==> config.mk <==
export PLATFORM = sky130hd
export DESIGN_NAME = pipe_chain_flat
export DESIGN_NICKNAME = d
export VERILOG_FILES = /design/src/rtl/pipe_chain_if.sv /design/src/rtl/pipe_chain.sv /design/src/flat_wrapper.sv
export SDC_FILE = /design/constraint.sdc
export NUM_CORES = 1
export LEC_CHECK = 0
export BUFFER_PORTS_ARGS = -buffer_cell sky130_fd_sc_hd__buf_2
export CORE_MARGIN = 1
export CORE_UTILIZATION = 51
export DETAILED_ROUTE_END_ITERATION = 8
export GPL_TIMING_DRIVEN = 0
export PLACE_DENSITY = 0.9
export SLEW_MARGIN = 25
export SYNTH_ARGS = -nofsm -noshare
export SYNTH_HDL_FRONTEND = slang
export SYNTH_SLANG_ARGS = --single-unit
export TNS_END_PERCENT = 50
==> constraint.sdc <==
create_clock -name clk -period 7.3 [get_ports clk]
set_input_delay 1.095 -clock clk [delete_from_list [all_inputs] [get_ports clk]]
set_output_delay 1.095 -clock clk [all_outputs]
set_load 0.005 [all_outputs]
==> src/rtl/pipe_chain_if.sv <==
// Valid/ready handshake bundle for pipe_chain: upstream (in_*) and downstream (out_*) sides.
interface pipe_chain_if #(
  parameter int unsigned WIDTH = 32
) ();
  logic             in_valid;
  logic [WIDTH-1:0] in_data;
  logic             in_ready;
  logic             out_valid;
  logic [WIDTH-1:0] out_data;
  logic             out_ready;

  modport master (
    output in_valid, in_data, out_ready,
    input  in_ready, out_valid, out_data
  );

  modport slave (
    input  in_valid, in_data, out_ready,
    output in_ready, out_valid, out_data
  );
endinterface

==> src/rtl/pipe_chain.sv <==
// N-stage pipeline register chain with valid/ready backpressure, per-stage stall and flush,
// drain mode, registered occupancy and saturating drop/stall statistics.
module pipe_chain #(
  parameter  int unsigned STAGES = 5,
  parameter  int unsigned WIDTH  = 32,
  parameter  int unsigned CNT_W  = 16,
  localparam int unsigned OCC_W  = $clog2(STAGES + 1)
) (
  input  logic                    clk,
  input  logic                    reset,
  pipe_chain_if.slave             bus,
  input  logic [STAGES-1:0]       stall_req,
  input  logic [STAGES-1:0]       flush,
  input  logic                    drain,
  output logic [STAGES-1:0]       stage_valid,
  output logic [STAGES*WIDTH-1:0] stage_data,
  output logic                    empty,
  output logic [OCC_W-1:0]        occupancy,
  output logic [CNT_W-1:0]        drop_cnt,
  output logic [CNT_W-1:0]        stall_cnt
);
  localparam int unsigned INC_W = $clog2(2 * STAGES + 1);
  localparam int unsigned LAST  = STAGES - 1;

  logic [STAGES-1:0] r_valid;
  logic [WIDTH-1:0]  r_data [STAGES];
  logic              r_empty;
  logic [OCC_W-1:0]  r_occ;
  logic [CNT_W-1:0]  r_drop_cnt;
  logic [CNT_W-1:0]  r_stall_cnt;

  logic [STAGES-1:0] w_acc;
  logic [STAGES-1:0] w_move;
  logic [STAGES-1:0] w_up_valid;
  logic [STAGES-1:0] w_valid_d;
  logic [WIDTH-1:0]  w_up_data [STAGES];
  logic              w_in_ready;
  logic              w_in_fire;
  logic [INC_W-1:0]  w_drop_inc;
  logic [OCC_W-1:0]  w_occ_d;
  logic [CNT_W:0]    w_drop_sum;

  // Acceptance ripples from the output back to stage 0 through a local carry.
  always_comb begin : handshake
    logic w_dn_acc;
    w_dn_acc = bus.out_ready;
    w_acc    = '0;
    w_move   = '0;
    for (int i = STAGES - 1; i >= 0; i--) begin
      w_move[i] = r_valid[i] & ~stall_req[i] & w_dn_acc;
      w_acc[i]  = ~stall_req[i] & (~r_valid[i] | w_move[i]);
      w_dn_acc  = w_acc[i];
    end
  end

  assign w_in_ready = w_acc[0] & ~drain;
  assign w_in_fire  = bus.in_valid & w_in_ready;

  // A word leaving a flushed stage is already counted there, so it is not handed downstream.
  always_comb begin : next_state
    w_up_valid    = '0;
    w_valid_d     = '0;
    w_drop_inc    = '0;
    w_occ_d       = '0;
    w_up_valid[0] = w_in_fire;
    w_up_data[0]  = bus.in_data;
    for (int i = 1; i < STAGES; i++) begin
      w_up_valid[i] = w_move[i-1] & ~flush[i-1];
      w_up_data[i]  = r_data[i-1];
    end
    for (int i = 0; i < STAGES; i++) begin
      if (flush[i]) begin
        w_valid_d[i] = 1'b0;
      end else if (w_acc[i]) begin
        w_valid_d[i] = w_up_valid[i];
      end else begin
        w_valid_d[i] = r_valid[i];
      end
      w_drop_inc = w_drop_inc + INC_W'(flush[i] & r_valid[i])
                              + INC_W'(flush[i] & w_up_valid[i]);
      w_occ_d    = w_occ_d + OCC_W'(w_valid_d[i]);
    end
    w_drop_sum = {1'b0, r_drop_cnt} + (CNT_W + 1)'(w_drop_inc);
  end

  always_ff @(posedge clk) begin
    if (reset) begin
      r_valid     <= '0;
      r_empty     <= 1'b1;
      r_occ       <= '0;
      r_drop_cnt  <= '0;
      r_stall_cnt <= '0;
      for (int i = 0; i < STAGES; i++) begin
        r_data[i] <= '0;
      end
    end else begin
      r_valid <= w_valid_d;
      r_empty <= ~|w_valid_d;
      r_occ   <= w_occ_d;
      for (int i = 0; i < STAGES; i++) begin
        if (~flush[i] & w_acc[i] & w_up_valid[i]) begin
          r_data[i] <= w_up_data[i];
        end
      end
      r_drop_cnt <= w_drop_sum[CNT_W] ? '1 : w_drop_sum[CNT_W-1:0];
      if (bus.in_valid & ~w_in_ready & ~&r_stall_cnt) begin
        r_stall_cnt <= r_stall_cnt + CNT_W'(1);
      end
    end
  end

  assign bus.in_ready  = w_in_ready;
  assign bus.out_valid = r_valid[LAST] & ~stall_req[LAST];
  assign bus.out_data  = r_data[LAST];

  assign stage_valid = r_valid;
  assign empty       = r_empty;
  assign occupancy   = r_occ;
  assign drop_cnt    = r_drop_cnt;
  assign stall_cnt   = r_stall_cnt;

  for (genvar g = 0; g < STAGES; g++) begin : g_taps
    assign stage_data[g*WIDTH +: WIDTH] = r_data[g];
  end
endmodule

==> src/flat_wrapper.sv <==
// flat-port wrapper written by rule: the top's interface ports become plain ports
module pipe_chain_flat 
#(
  parameter  int unsigned STAGES = 5,
  parameter  int unsigned WIDTH  = 32,
  parameter  int unsigned CNT_W  = 16,
  localparam int unsigned OCC_W  = $clog2(STAGES + 1)
)
  (clk, reset, stall_req, flush, drain, stage_valid, stage_data, empty, occupancy, drop_cnt, stall_cnt, bus_in_valid, bus_in_data, bus_out_ready, bus_in_ready, bus_out_valid, bus_out_data);
  pipe_chain_if #(.WIDTH(WIDTH)) bus_i ();
  input  logic clk;
  input  logic reset;
  input  logic [STAGES-1:0] stall_req;
  input  logic [STAGES-1:0] flush;
  input  logic drain;
  output logic [STAGES-1:0] stage_valid;
  output logic [STAGES*WIDTH-1:0] stage_data;
  output logic empty;
  output logic [OCC_W-1:0] occupancy;
  output logic [CNT_W-1:0] drop_cnt;
  output logic [CNT_W-1:0] stall_cnt;
  input wire logic [$bits(bus_i.in_valid)-1:0] bus_in_valid;
  input wire logic [$bits(bus_i.in_data)-1:0] bus_in_data;
  input wire logic [$bits(bus_i.out_ready)-1:0] bus_out_ready;
  output wire logic [$bits(bus_i.in_ready)-1:0] bus_in_ready;
  output wire logic [$bits(bus_i.out_valid)-1:0] bus_out_valid;
  output wire logic [$bits(bus_i.out_data)-1:0] bus_out_data;
  assign bus_i.in_valid = bus_in_valid;
  assign bus_i.in_data = bus_in_data;
  assign bus_i.out_ready = bus_out_ready;
  assign bus_in_ready = bus_i.in_ready;
  assign bus_out_valid = bus_i.out_valid;
  assign bus_out_data = bus_i.out_data;
  pipe_chain #(.STAGES(STAGES), .WIDTH(WIDTH), .CNT_W(CNT_W)) u_core (.clk(clk), .reset(reset), .bus(bus_i), .stall_req(stall_req), .flush(flush), .drain(drain), .stage_valid(stage_valid), .stage_data(stage_data), .empty(empty), .occupancy(occupancy), .drop_cnt(drop_cnt), .stall_cnt(stall_cnt));
endmodule
==> impl_summary.log, run 1 <==
INFO  metric die_area = 17650 um2
INFO  metric cts.htree.levels = 1
INFO  metric timing.critical_path.to_type = flop
INFO  metric sink_count_of_the_clock_tree = between 200 and 250
INFO  metric post_synth.cell_area_avg = ~13 um2
INFO  metric die_y = 132.8 um
INFO  metric setup.worst_path.start_class = input pin
INFO  metric path_max_fanout = 10
INFO  metric drt-pass1-iter-count = 5
INFO  metric timing_max_transition_violations_final = 0
INFO  metric final_layout_size_suffix_gt1_frac = 0.3797
INFO  metric synth_fp_nets = between 700 and 800
INFO  metric grtUsageMet3 = 0.03640
INFO  metric yosys_warnings = 0
INFO  metric max_freq = 167.1 MHz
INFO  metric routabilityCongestion = roughly 0.9
INFO  metric floorplan.rows = 47
INFO  metric synth_cell_type_count = 54
INFO  metric cts_tree = done
INFO  metric nNetsFinal = between 1000 and 1500
INFO  metric floorplan.core_area = roughly 17000 um2
INFO  metric worst_max_slew_margin_expressed_relative_to_the_limit = 0.4942
INFO  metric period_share = 0.8200
INFO  metric vias = 6075
INFO  metric syn2layout_area_growth = 27.40%
INFO  metric drt-total-wl = around 20000 um
INFO  metric criticalPathCategory = input pin to flop
INFO  metric io_buffer_count = approximately 280
INFO  metric cts.hold.buffers_added = 0
INFO  metric postRouteAntennaNets = 0
INFO  metric first_global_vias = roughly 6000
INFO  metric synthTopCellsByArea = edfxtp_1 55%, nor2b_1 12%, dfxtp_1 9.4%
INFO  metric maxCapViolations = 0
INFO  metric antennaDiodeCount = 0
INFO  metric final.hold.worst_slack = 0.5160 ns
INFO  metric critical-path-slowest-cell = a211oi_1
INFO  metric yosysMostFrequentCell = nor2b_1
INFO  metric crit_top_cell = fa_1
INFO  metric drt-wirelength-per-cell = 16.81 um
INFO  metric timing.setup.tns = 0 ns
INFO  metric arrival = 6.39 ns
INFO  metric grt_remaining_overflow = 0
INFO  metric grt_max_degree = 33
INFO  metric worst_ep_required_time = 7.71 ns
INFO  metric fin_crit = about 6 ns
INFO  metric finalHoldViolCount = 0
INFO  metric grt_antenna_before_repair = 0
INFO  metric synthCells = 669
INFO  metric cts_resized = 0
INFO  metric status = completed
INFO  metric finClkSkew = just under 0.009 ns
INFO  metric io-pin-count = ~280
INFO  metric leakage_power_summed_over_all_cells = approximately 4.7 nW
INFO  metric postSynth.asyncResetShare = 0
INFO  metric remaining_drc_errors = 0
INFO  metric grt_pass1_wl = between 30000 and 40000 um
INFO  metric dp_hpwl = 15390 um
INFO  metric postCtsSetupBuffers = 0
INFO  metric synth-edff-count = 160
INFO  metric cts_buffer_count = 21
INFO  metric floorplan.die.width = ~130 um
INFO  metric cp_top_family = adder cells
INFO  metric clk_pin_slew = 0.06 ns
INFO  metric timing.critical_path.slowest_cell_delay = around 0.7 ns
INFO  metric viasPerCell = about 5
INFO  metric grt_use_met1 = 0.2869
INFO  metric clk_latency = 0.48 ns
INFO  metric setup_viol = 0
INFO  metric p_per_area = roughly 220 nW/um2
INFO  metric max-vdd-ir-drop = roughly 0.00015 V
INFO  metric ys_seq_area_frac = 0.6443
INFO  metric synth.top_cell.area_share = 0.5503
INFO  metric cp_cell_sequence = buf_2 -> inv_1 -> a21oi_1 -> nand3_1 -> nor2_1 -> fa_1 -> inv_1 -> fa_1 -> fa_1 -> inv_1 -> ha_1 -> fa_1 -> inv_1 -> fa_1 -> nor2b_1 -> o21ai_0 -> a211oi_1 -> nand3_1 -> buf_2 -> a21oi_1
INFO  metric worst_slew_pin_slew = approximately 0.76 ns
INFO  metric grt_util_all_layers = 0.2238
INFO  metric layout.core_utilization = 0.6684
INFO  metric synth_top_area_cell = edfxtp_1
INFO  metric cts_max_path_buffers = 3
INFO  metric busiest_layer_in_global_routing = met2
INFO  metric cts_root_buf = clkbuf_16
INFO  metric timing.critical_path.buf_inv = 6
INFO  metric dr.first_iter.drc_count = roughly 340
INFO  metric mapped_cell_area = slightly below 9000 um2
INFO  metric hold_class = flop to flop
INFO  metric grt.met2_usage = 0.3679
INFO  metric unrepaired_setup_endpoints_after_global_routing = false
INFO  metric floorplan.initialDensity = 0.5246
INFO  metric synth-seq-cells = around 200
INFO  metric synth_top_flop_cell = edfxtp_1
INFO  metric synth.top_cells.by_count = 170 x nor2b_1, 160 x edfxtp_1, 41 x dfxtp_1, 33 x buf_4, 29 x inv_1
## state kept, by name (all words and copies together) (netlist names)
signal and count:
u_core.r_data 160, u_core.drop_cnt 16, u_core.stall_cnt 16, u_core.stage_valid 5, u_core.occupancy 3, u_core.empty 1
## metal layers
metal / routed length [um] / share of wire
met5: 0 / 0
met4: 968 / 0.048
met3: 1072 / 0.053
met2: 9889 / 0.49
met1: 8322 / 0.41
## worst paths after layout
check	from	to	slack [ns]	depth (start not counted)
setup / recovery	bus_out_ready	u_core.drop_cnt[5]$_SDFF_PP0_	1.31	20
hold / removal	u_core.stall_cnt[15]$_SDFFE_PP0P_	u_core.stall_cnt[15]$_SDFFE_PP0P_	0.52	2
setup reg to reg	u_core.stage_valid[3]$_SDFF_PP0_	u_core.drop_cnt[5]$_SDFF_PP0_	1.70	17
hold reg to reg	u_core.stall_cnt[15]$_SDFFE_PP0P_	u_core.stall_cnt[15]$_SDFFE_PP0P_	0.52	2
## worst reg2reg max path, delay by kind of cell (launching register included)
kind | cells | cell delay, ns
adders and majority gates | 5 | 2.23
and+or+nand+nor | 4 | 0.91
buffers and inverters | 3 | 0.40
AOI/OAI and AO/OA | 5 | 1.62
DFF | 1 | 0.37
## cell type report
class                   instances  area, um2
fillers                      1222       5519
plain buffers                  59      431.7
multi-input cells             380       2601
repair buffers                282       1479
clock buffers                  32      594.3
flip-flops and latches        201       5625
well taps                     220      275.3
inverters                      29      108.9
clock inverters                 2      7.507
## placed cells by master, fill, tap and decap left out, drive strengths merged, types with 4 or more instances in the layout
master	netlist	routed
xnor2	7	7
a21oi	29	29
nor2b	170	170
nor3	7	7
xor2	8	8
clkbuf	7	39
fa	9	9
nand2	18	18
and3	4	4
and4	4	4
o211ai	4	4
or3	6	6
ha	10	10
nor2	22	22
and2	7	7
inv	29	29
edfxtp	160	160
nand4	5	5
nand3	9	9
buf	52	334
o21ai	12	12
a211oi	8	8
a21o	6	6
dfxtp	41	41
## metrics by stage
step,total power [mW],area [um2],std cells,setup slack [ns]
finish,2.396,11120,1205,1.314
CTS,2.415,11120,1205,1.344
global route,2.471,11120,1205,0.9593
global placement,1.454,10400,1168,1.140
detailed placement,1.465,10520,1171,0.8959
floorplan,1.376,8731,669,1.742
## where the power goes
part / total [mW] / internal, mW / switching [mW]
combinational: 0.148 / 0.0709 / 0.0767
sequential: 1.29 / 1.27 / 0.0201
clock: 0.956 / 0.555 / 0.401
## cell families (layout without fill, tap and decap cells)
| logic type | Yosys count | in the layout | share of synthesized area |
|---|---|---|---|
| flops | 201 | 201 | 0.6443 |
| fa+ha+maj | 19 | 19 | 0.03497 |
| simple gates | 265 | 265 | 0.1799 |
| mux | 4 | 4 | 0.005016 |
| compound gates | 77 | 77 | 0.05890 |
| xor+xnor | 15 | 15 | 0.01505 |
| buf+inv | 88 | 404 | 0.06191 |
Power figures use the tool's default switching activity.
==> inputs of run 2 (changes only) <==
--- a/config.mk
+++ b/config.mk
@@ -5,12 +5,13 @@
 export SDC_FILE = /design/constraint.sdc
 export NUM_CORES = 1
 export LEC_CHECK = 0
+export ABC_AREA = 1
 export BUFFER_PORTS_ARGS = -buffer_cell sky130_fd_sc_hd__buf_2
 export CORE_MARGIN = 1
-export CORE_UTILIZATION = 51
+export CORE_UTILIZATION = 47
 export DETAILED_ROUTE_END_ITERATION = 8
 export GPL_TIMING_DRIVEN = 0
-export PLACE_DENSITY = 0.9
+export PLACE_DENSITY = 0.87
 export SLEW_MARGIN = 25
 export SYNTH_ARGS = -nofsm -noshare
 export SYNTH_HDL_FRONTEND = slang
==> constraint.sdc (replaced) <==
create_clock -name clk -period 4.99 [get_ports clk]
set_input_delay 0.7485 -clock clk [delete_from_list [all_inputs] [get_ports clk]]
set_output_delay 0.7485 -clock clk [all_outputs]
set_load 0.005 [all_outputs]
==> run 2 against run 1 <==
Effect of this change: cell count increased by 24%; first-iteration DRC count decreased by 14%; synthesized area increased by 4.0%; clock skew increased by 0.0014 ns; clock-buffer cell count decreased by 6; power increased by 61%; sequential power increased by 47%; worst hold slack got worse by 0.013 ns; largest power group unchanged; clock power increased by 83%.
==> impl_summary.log, run 2 <==
INFO  metric timing.final.ws_setup = approximately 0.12 ns
INFO  metric grt_max_degree = 33
INFO  metric die_area = about 20000 um2
INFO  metric final_common_cell = buf_2
INFO  metric floorplan.rows = 50
INFO  metric post_synth.cell_area_avg = roughly 10 um2
INFO  metric drt-total-wl = about 22000 um
INFO  metric finalPower = around 3.9 mW
INFO  metric setup_viol = 0
INFO  metric power.switching_fraction = 0.2081
INFO  metric largest-register = u_core.r_data
INFO  metric clk_latency = ~0.49 ns
INFO  metric seqPwrFrac = 0.492
INFO  metric internal_power = 3.053 mW
INFO  metric worst_max_slew_margin_expressed_relative_to_the_limit = 0.4698
INFO  metric clockPowerShare = 0.453
INFO  metric viasPerCell = 4.494
INFO  metric max-vdd-ir-drop = approximately 0.00028 V
INFO  metric yosysMostFrequentCell = nand2_1
INFO  metric mostFrequentLayoutCells = 286 x buf_2, 212 x inv_1, 212 x nand2_1
INFO  metric cts_tree = done
INFO  metric cts_root_buf = clkbuf_16
INFO  metric synthTopCellsByArea = edfxtp_1 53%, nand2_1 9.1%, dfxtp_1 9.0%
INFO  metric synth_fp_nets = 970
INFO  metric arrival = around 5.3 ns
INFO  metric criticalPathCategory = input pin to flop
INFO  metric postSynth.asyncResetShare = 0
INFO  metric worst_slew_pin_slew = 0.7925 ns
INFO  metric io-pin-count = between 200 and 300
INFO  metric period_share = 0.9769
INFO  metric antennaDiodeCount = 0
INFO  metric synth.top_cell.area_share = 0.5290
INFO  metric grt_util_all_layers = 0.2135
INFO  metric hold_class = flop to flop
INFO  metric grt_pass1_wl = 32800 um
INFO  metric seq_cell_area = between 5000 and 6000 um2
INFO  metric remaining_drc_errors = 0
INFO  metric cts_buffer_count = 22
INFO  metric synthCells = roughly 900
INFO  metric ys_seq_area_frac = 0.6194
INFO  metric grt_remaining_overflow = 0
INFO  metric synth-edff-count = 160
INFO  metric nNetsFinal = ~1300
INFO  metric floorplan.core_area = 18830 um2
INFO  metric syn2layout_area_growth = 29.37%
INFO  metric finalHoldViolCount = 0
INFO  metric die_y = between 100 and 150 um
INFO  metric synth_cell_type_count = 31
INFO  metric sink_count_of_the_clock_tree = roughly 200
INFO  metric post-place-ws = -0.6360 ns
INFO  metric cts_max_path_buffers = 3
INFO  metric dr.first_iter.drc_count = 290
INFO  metric multi_input_gate_area = about 2200 um2
INFO  metric routabilityCongestion = about 0.88
INFO  metric status = completed
INFO  metric drt-pass1-iter-count = 5
INFO  metric yosys_warnings = 0
INFO  metric worst_ep_required_time = between 5 and 6 ns
INFO  metric clk_pin_slew = 0.06 ns
INFO  metric layout.filler_cells = about 1500
INFO  metric floorplan.initialDensity = 0.4823
INFO  metric synth_top_flop_cell = edfxtp_1
INFO  metric timing.critical_path.to_type = flop
INFO  metric fin_crit = roughly 4.9 ns
INFO  metric final_layout_size_suffix_gt1_frac = 0.3517
INFO  metric mapped_cell_area = approximately 9000 um2
INFO  metric io_buffer_count = 280
INFO  metric cts.htree.levels = 1
INFO  metric timing.setup.tns = 0 ns
INFO  metric p_per_area = 328.1 nW/um2
INFO  metric synth.top_cells.by_count = 221 x nand2_1, 216 x inv_1, 160 x edfxtp_1, 41 x dfxtp_1
INFO  metric combPwrFrac = 0.054
INFO  metric vias = around 6700
INFO  metric setup.worst_path.start_class = input pin
INFO  metric layout.core_utilization = 0.6240
INFO  metric largest_register_ff_count = 160
INFO  metric postRouteAntennaNets = 0
INFO  metric dp_hpwl = 16240 um
INFO  metric first_global_vias = about 6400
INFO  metric maxCapViolations = 0
INFO  metric grt_antenna_before_repair = 0
INFO  metric drt-wirelength-per-cell = between 10 and 15 um
INFO  metric path_max_fanout = 5
INFO  metric finClkSkew = roughly 0.010 ns
INFO  metric timing_max_transition_violations_final = 0
INFO  metric leakage_power_summed_over_all_cells = 6.487 nW
INFO  metric floorplan.die.width = about 140 um
INFO  metric max_freq = about 200 MHz
INFO  metric synth_top_area_cell = edfxtp_1
INFO  metric switching_power = about 0.8 mW
INFO  metric synth-seq-cells = 201
run 2: changes by cell type in the layout (fill, tap and decap cells not counted), moves of 7 or more:
cell	delta
nor2b_1	-170
inv_2	+21
nand2_2	+21
a211oi_1	-7
nor2_1	+11
and2_1	-7
nand3_1	+19
inv_1	+183
nand2_1	+194
run 2: path summary, 6_finish.rpt:
check	from	endpoint	slack [ns]	cells past startpoint
worst max-delay path	stall_req[4]	u_core.drop_cnt[0]$_SDFF_PP0_	0.12	23
worst min-delay path	u_core.stall_cnt[7]$_SDFFE_PP0P_	u_core.stall_cnt[7]$_SDFFE_PP0P_	0.50	2
worst min register to register	u_core.stall_cnt[7]$_SDFFE_PP0P_	u_core.stall_cnt[7]$_SDFFE_PP0P_	0.50	2
worst max register to register	u_core.stage_valid[4]$_SDFF_PP0_	u_core.drop_cnt[0]$_SDFF_PP0_	0.14	22
run 2: kinds of logic (layout without fill, tap and decap cells):
group | count (synthesis) | count (layout) | share of synthesized area
XOR/XNOR | 24 | 24 | 0.02314
flip-flops | 201 | 201 | 0.6194
buffers and inverters | 291 | 618 | 0.1463
adder cells (fa/ha/maj) | 19 | 19 | 0.03361
AND/OR/NAND/NOR | 325 | 325 | 0.1524
AO/OA/AOI/OAI | 44 | 44 | 0.02521
run 2: cell type report:
| type | instances | area share |
|---|---|---|
| Multi-Input combinational cell | 412 | 0.1888 |
| Buffer | 57 | 0.03833 |
| Inverter | 234 | 0.07475 |
| Clock buffer | 26 | 0.04994 |
| Clock inverter | 13 | 0.01704 |
| Tap cell | 260 | 0.02769 |
| Sequential cell | 201 | 0.4788 |
| Timing Repair Buffer | 288 | 0.1247 |
run 2: power groups by stage:
stage               registers [mW]  logic [mW]  clock network, mW
floorplan                     1.93      0.0834                  0
global placement              1.93       0.203                  0
detailed placement            1.93       0.208                  0
CTS                           1.90       0.210               1.78
global route                  1.90       0.228               1.85
finish                        1.90       0.209               1.75
run 2: per-layer routing:
metal | share of wire | vias to the layer above | track usage
met5 | 0 | - | 0
met4 | 0.057 | 0 | 0.1224
met3 | 0.041 | 77 | 0.03295
met2 | 0.49 | 231 | 0.3574
met1 | 0.41 | 3021 | 0.2646
li1 | - | 3372 | -
run 2: stage by stage:
step / area (um2) / instances / hold slack [ns]
after floorplan: 9089 / 904 / 0.4801
after global placement: 10820 / 1444 / 0.4826
after detailed placement: 10830 / 1444 / 0.4934
after CTS: 11640 / 1483 / 0.4961
after global routing: 11750 / 1491 / 0.5081
final: 11750 / 1491 / 0.5035
run 2: timing repair:
action                     4_1_cts  5_1_grt
setup buffers                    0        8
setup endpoints to repair        5       16
pin swaps                        0       11
hold buffers                     0        0
gates resized for setup          4       18
run 2: worst max-delay path: stages:
cell and delay (ns):
buf_2 0.11, inv_2 0.08, nand3_4 0.10, nor4_4 0.28
fa_1 0.45, inv_1 0.08, fa_1 0.42, fa_1 0.50
inv_1 0.05, ha_2 0.20, fa_2 0.57, inv_2 0.04
fa_2 0.37, o21ai_4 0.16, nand2_2 0.09, nor3_4 0.28
inv_2 0.07, nor2_4 0.16, nand2_2 0.10, nor2_4 0.19
buf_6 0.12, nor2_1 0.03, nor2_1 0.07
